**config.mk**
```make
export PLATFORM = sky130hd
export DESIGN_NAME = id_ex_operand_stage
export DESIGN_NICKNAME = d
export VERILOG_FILES = /design/src/rtl/riscv_pkg.sv /design/src/rtl/operand_fwd_mux.sv /design/src/rtl/id_ex_operand_stage.sv
export SDC_FILE = /design/constraint.sdc
export NUM_CORES = 1
export LEC_CHECK = 0
export ABC_CLOCK_PERIOD_IN_PS = 18350
export CELL_PAD_IN_SITES_DETAIL_PLACEMENT = 1
export CELL_PAD_IN_SITES_GLOBAL_PLACEMENT = 2
export CORE_MARGIN = 2
export CORE_UTILIZATION = 28
export CTS_CLUSTER_DIAMETER = 60
export DETAILED_ROUTE_END_ITERATION = 10
export PLACE_DENSITY = 0.95
export SETUP_SLACK_MARGIN = 0.02
export SYNTH_ARGS = -nofsm -noshare
export SYNTH_HDL_FRONTEND = slang
export SYNTH_HIERARCHICAL = 1
export SYNTH_SLANG_ARGS = --single-unit
export TNS_END_PERCENT = 10
```
**constraint.sdc**
```tcl
create_clock -name clock -period 18.35 [get_ports clock]
set_input_delay 3.67 -clock clock [delete_from_list [all_inputs] [get_ports clock]]
set_output_delay 3.67 -clock clock [all_outputs]
set_load 0.01 [all_outputs]
```
**src/rtl/riscv_pkg.sv**
```systemverilog
// rtl/riscv_pkg.sv - shared datapath constants and operand source select encoding.
package riscv_pkg;

  localparam int XLEN = 32;
  localparam int AW   = 5;

  typedef enum logic [1:0] {
    FWD_ZERO,
    FWD_EX,
    FWD_WB,
    FWD_RF
  } fwd_sel_t;

endpackage

```
**src/rtl/operand_fwd_mux.sv**
```systemverilog
// rtl/operand_fwd_mux.sv - per-operand source select (x0, EX, WB, regfile) and mux.
module operand_fwd_mux #(
  parameter int XLEN = riscv_pkg::XLEN,
  parameter int AW   = riscv_pkg::AW
) (
  input  logic [AW-1:0]   rs,
  input  logic [XLEN-1:0] rf_data,
  input  logic            ex_fwd_en,
  input  logic [AW-1:0]   ex_rd,
  input  logic [XLEN-1:0] ex_result,
  input  logic            wb_fwd_en,
  input  logic [AW-1:0]   wb_rd,
  input  logic [XLEN-1:0] wb_data,
  output logic [XLEN-1:0] operand
);
  import riscv_pkg::*;

  fwd_sel_t sel;

  // EX is younger than WB, so it wins when both target the same register.
  always_comb begin
    sel = FWD_RF;
    if (rs == '0)
      sel = FWD_ZERO;
    else if (ex_fwd_en && ex_rd == rs)
      sel = FWD_EX;
    else if (wb_fwd_en && wb_rd == rs)
      sel = FWD_WB;
  end

  always_comb begin
    operand = rf_data;
    case (sel)
      FWD_ZERO: operand = '0;
      FWD_EX:   operand = ex_result;
      FWD_WB:   operand = wb_data;
      default:  operand = rf_data;
    endcase
  end

endmodule

```
**src/rtl/id_ex_operand_stage.sv**
```systemverilog
// rtl/id_ex_operand_stage.sv - ID/EX operand resolution, hazard stall and pipeline register.
// Macro ID_EX_FWD_EN enables EX/WB forwarding; without it every RAW hazard stalls.
module id_ex_operand_stage #(
  parameter int XLEN   = riscv_pkg::XLEN,
  parameter int AW     = riscv_pkg::AW,
  parameter int CTRL_W = 16
) (
  input  logic              clock,
  input  logic              clear,
  input  logic              id_valid,
  output logic              id_ready,
  input  logic [AW-1:0]     id_rs1,
  input  logic [AW-1:0]     id_rs2,
  input  logic              id_rs1_used,
  input  logic              id_rs2_used,
  input  logic [AW-1:0]     id_rd,
  input  logic [CTRL_W-1:0] id_ctrl,
  input  logic [XLEN-1:0]   id_imm,
  input  logic [XLEN-1:0]   id_pc,
  input  logic [XLEN-1:0]   rf_dataA,
  input  logic [XLEN-1:0]   rf_dataB,
  input  logic              ex_valid,
  input  logic              ex_regWrite,
  input  logic              ex_memRead,
  input  logic [AW-1:0]     ex_rd,
  input  logic [XLEN-1:0]   ex_result,
  input  logic              wb_regWrite,
  input  logic [AW-1:0]     wb_rd,
  input  logic [XLEN-1:0]   wb_data,
  input  logic              ex_stall,
  input  logic              flush,
  output logic              out_valid,
  output logic [XLEN-1:0]   out_opA,
  output logic [XLEN-1:0]   out_opB,
  output logic [AW-1:0]     out_rd,
  output logic [CTRL_W-1:0] out_ctrl,
  output logic [XLEN-1:0]   out_imm,
  output logic [XLEN-1:0]   out_pc,
  output logic [31:0]       stall_count
);

  logic [XLEN-1:0] opa, opb;
  logic            ex_fwd_en, wb_fwd_en, load_use, raw_ex;

  assign raw_ex = (id_rs1_used && ex_rd == id_rs1) || (id_rs2_used && ex_rd == id_rs2);

`ifdef ID_EX_FWD_EN
  assign ex_fwd_en = ex_valid && ex_regWrite && !ex_memRead;
  assign wb_fwd_en = wb_regWrite;
  assign load_use  = id_valid && ex_valid && ex_memRead && ex_rd != '0 && raw_ex;
`else
  logic raw_wb;
  assign raw_wb    = (id_rs1_used && wb_rd == id_rs1) || (id_rs2_used && wb_rd == id_rs2);
  assign ex_fwd_en = 1'b0;
  assign wb_fwd_en = 1'b0;
  // Without bypass paths any in-flight producer of a source register must drain first.
  assign load_use  = id_valid &&
                     ((ex_valid && (ex_memRead || ex_regWrite) && ex_rd != '0 && raw_ex) ||
                      (wb_regWrite && wb_rd != '0 && raw_wb));
`endif

  assign id_ready = flush || (!ex_stall && !load_use);

  operand_fwd_mux #(.XLEN(XLEN), .AW(AW)) u_mux_a (
    .rs(id_rs1), .rf_data(rf_dataA),
    .ex_fwd_en(ex_fwd_en), .ex_rd(ex_rd), .ex_result(ex_result),
    .wb_fwd_en(wb_fwd_en), .wb_rd(wb_rd), .wb_data(wb_data),
    .operand(opa)
  );

  operand_fwd_mux #(.XLEN(XLEN), .AW(AW)) u_mux_b (
    .rs(id_rs2), .rf_data(rf_dataB),
    .ex_fwd_en(ex_fwd_en), .ex_rd(ex_rd), .ex_result(ex_result),
    .wb_fwd_en(wb_fwd_en), .wb_rd(wb_rd), .wb_data(wb_data),
    .operand(opb)
  );

  always_ff @(posedge clock or posedge clear) begin
    if (clear) begin
      out_valid   <= 1'b0;
      out_opA     <= '0;
      out_opB     <= '0;
      out_rd      <= '0;
      out_ctrl    <= '0;
      out_imm     <= '0;
      out_pc      <= '0;
      stall_count <= '0;
    end else if (flush) begin
      out_valid <= 1'b0;
    end else if (!ex_stall) begin
      if (load_use) begin
        out_valid <= 1'b0;
        if (stall_count != '1)
          stall_count <= stall_count + 32'd1;
      end else begin
        out_valid <= id_valid;
        out_opA   <= opa;
        out_opB   <= opb;
        out_rd    <= id_rd;
        out_ctrl  <= id_ctrl;
        out_imm   <= id_imm;
        out_pc    <= id_pc;
      end
    end
  end

endmodule

```
==> metrics.yaml <==
run_status:
  outcome: "finished with violations"
  violations: "max-slew violations"
sta:
  rsz0062_at_grt: "false"
  final.period_utilization_pct: 54.4
  slew_headroom_pct: -96.9
  setup_violations: 0
  finalMaxSlewViolations: 134
  fin_tns_setup_ns: 0
  timing.fmax_mhz: 100
  fin_crit_ns: 9.98
  hold_viol: 0
  worst_pin_slew_ns: 2.94
  worst_slack_ns: 8.37
  skew_ns: 0.00762
synthesis:
  ys_seq_elements: 182
  synth_edf_count: 0
  yosysSeqAreaShare_pct: 47.1
  yosys.cell_types.count: 46
  synthCells: 769
  async_reset_ff_share_pct: 100
  ys.flop_type: "dfrtp_1"
  ys.warnings.count: 6
  synth_area_sq_um: 9680
  syn_avg_cell_area_sq_um: 12.6
finish:
  drive_gt1_share_pct: 16.9
  final_nets: 1426
  area_delta_synth_final_pct: 53.5
  num-fill-cells: 3666
  final_common_cell: "clkdlybuf4s50_1"
  fin_util_pct: 43.3
  final_cell_mix: "426 x clkdlybuf4s50_1, 182 x dfrtp_1, 100 x mux2_4, 86 x nand2_1"
  insertedDiodeCount: 0
critical_path:
  cp_max_fo: 33
  cp_slowest_cell: "or4_1"
  crit_family: "buffers and inverters"
  crit_arrival_ns: 6.31
  required_ns: 14.68
  rrSetupSlack_ns: 15.28
  path_buf_inv: 3
  max_stage_delay_ns: 0.58
  crit_type: "in2out"
  end_kind: "output port"
  crit_top_cell: "clkdlybuf4s50_1"
  crit_chain: "clkdlybuf4s50_1 -> or4_1 -> o21a_1 -> a32oi_2 -> buf_4 -> a21o_1 -> clkdlybuf4s50_1"
  crit_path_start_kind: "input pin"
clocking:
  h-tree-depth: 4
  clockRootBuffer: "clkbuf_16"
  numCtsBuffers: 17
  cts_num_sinks: 182
  cts_resized: 0
  clkLatencyLatePin_ns: 0.44
  cts_max_path_buffers: 2
  ctsHoldBuffers: 0
  cts_tree: "built"
  cts.clk_slew.worst_paths_ns: 0.07
  post_cts_buffers: 0
route:
  vias: 7798
  drt_wl_total_mm: 35.1
  ant_nets: 0
  first_pass_iters: 5
  drt_iter0_markers: 247
  wire_per_inst_um: 21.3
  drc: 0
  vias_per_cell: 4.73
floorplan:
  die_area_sq_um: 36100
  die_h_um: 190
  core.rowCount: 68
  boundaryPins: 427
  start_util_pct: 28.2
  die_x_um: 190
  core_area_sq_um: 34300
global_route:
  grt_max_degree: 112
  antenna_found_initial: 1
  grt_pass1_vias: 8508
  overflow: 0
  grt_usage_pct: 19.3
  grt_pass1_wl_mm: 52.6
place:
  dp_slack_ns: 8.38
  numPortBuffers: 426
  dpl.hpwl_mm: 25.5
  gp_congestion: 0.868
power:
  cellLeakagePower_nw: 6.49
  power.total_w: 0.00123
  powerDensity_nw_per_um2: 82.6
  ir_drop_mv: 0.0622
min_path:
  hp-class: "reg2reg"
run:
  maxCapViolCount: 0
[state kept, by name, indices dropped and copies added, names as in the netlist]
name	cells
out_valid	1
stall_count	32
out_ctrl	16
out_opB	32
out_imm	32
out_pc	32
out_rd	5
out_opA	32
[worst register-to-register path, delay by kind of cell (launching register included)]
family	cells	cell delay, ns
adder cells (fa/ha/maj)	1	0.23
AND/OR/NAND/NOR	5	1.95
flip-flops	1	0.43
multiplexers	1	0.34
[metal layers]
layer	up-vias	track usage, %	share of wire (%)	wire [um]
li1	3552	-	-	-
met1	3914	22.7	40	14200
met2	291	33.9	51	17900
met3	39	5.96	7.1	2490
met4	2	5.28	1.6	571
met5	-	0	0.031	11
[synth_stat cells (2+ instances only)]
library cell,n,area share [%]
a21oi_1,2,0.10
a2bb2oi_2,16,2.5
and3_1,3,0.19
and4_1,3,0.27
buf_12,2,0.41
buf_2,14,0.72
buf_4,8,0.62
buf_6,11,1.3
clkbuf_1,6,0.23
dfrtp_1,182,47
inv_1,7,0.27
mux2_1,10,1.2
mux2_2,40,4.7
mux2_4,100,16
mux2i_1,48,5.0
nand2_1,86,3.3
nand3_1,14,0.72
nand4_1,16,1.0
nor2_1,9,0.35
nor2_4,2,0.23
nor3_1,17,0.88
nor3_2,2,0.21
nor4_1,10,0.65
o21ai_1,48,2.5
o21bai_1,16,1.2
o21bai_4,2,0.39
o22ai_1,2,0.13
or2b_4,2,0.23
or3_1,2,0.13
or4_1,3,0.23
or4_4,2,0.23
xnor2_1,38,3.4
xor2_1,33,3.0
[logic make-up (layout without fill, tap and decap cells)]
kind of cell | count (synthesis) | in the layout | synth area share, %
xor gates and xnor gates | 71 | 71 | 6.43
buffers and inverters | 48 | 468 | 3.54
other | 1 | 4 | 0.0388
and+or+nand+nor | 177 | 177 | 9.21
AOI/OAI and AO/OA | 91 | 91 | 7.28
DFF | 182 | 182 | 47.1
adders and majority gates | 1 | 1 | 0.129
muxes | 198 | 198 | 26.3
[final cells by class]
class	count	area [sq um]	area share (%)
inverters	7	33.8	0.227
repair buffers	431	4300	29.0
clock buffers	23	468	3.15
multi-input cells	542	4800	32.3
clock inverters	7	120	0.809
well taps	455	569	3.83
flip-flops and latches	182	4550	30.7
[path summary, 6_finish.rpt]
| kind | from | to | cells after the start |
|---|---|---|---|
| max | wb_rd[0] | id_ready | 7 |
| min | out_pc[17]$_DFFE_PP0P_ | out_pc[17]$_DFFE_PP0P_ | 1 |
| max reg2reg | stall_count[0]$_DFFE_PP0P_ | stall_count[1]$_DFFE_PP0P_ | 7 |
| min reg2reg | out_pc[17]$_DFFE_PP0P_ | out_pc[17]$_DFFE_PP0P_ | 1 |
| max in group asynchronous | clear | out_opA[3]$_DFFE_PP0P_ | 3 |
| min in group asynchronous | clear | out_pc[5]$_DFFE_PP0P_ | 2 |
[through the flow]
step / cell area, sq um / hold WS (ns) / cells
final: 14900 / 0.492 / 1647
after global routing: 14900 / 0.509 / 1647
after CTS: 14900 / 0.496 / 1647
after detailed placement: 14300 / 0.483 / 1617
after global placement: 14300 / 0.473 / 1617
after floorplan: 9690 / 0.521 / 772
[where the power goes]
part           internal (W)  switching, W
combinational      0.000224      0.000129
clock              0.000221      0.000161
sequential         0.000457     0.0000339
Power figures use the tool's default switching activity.
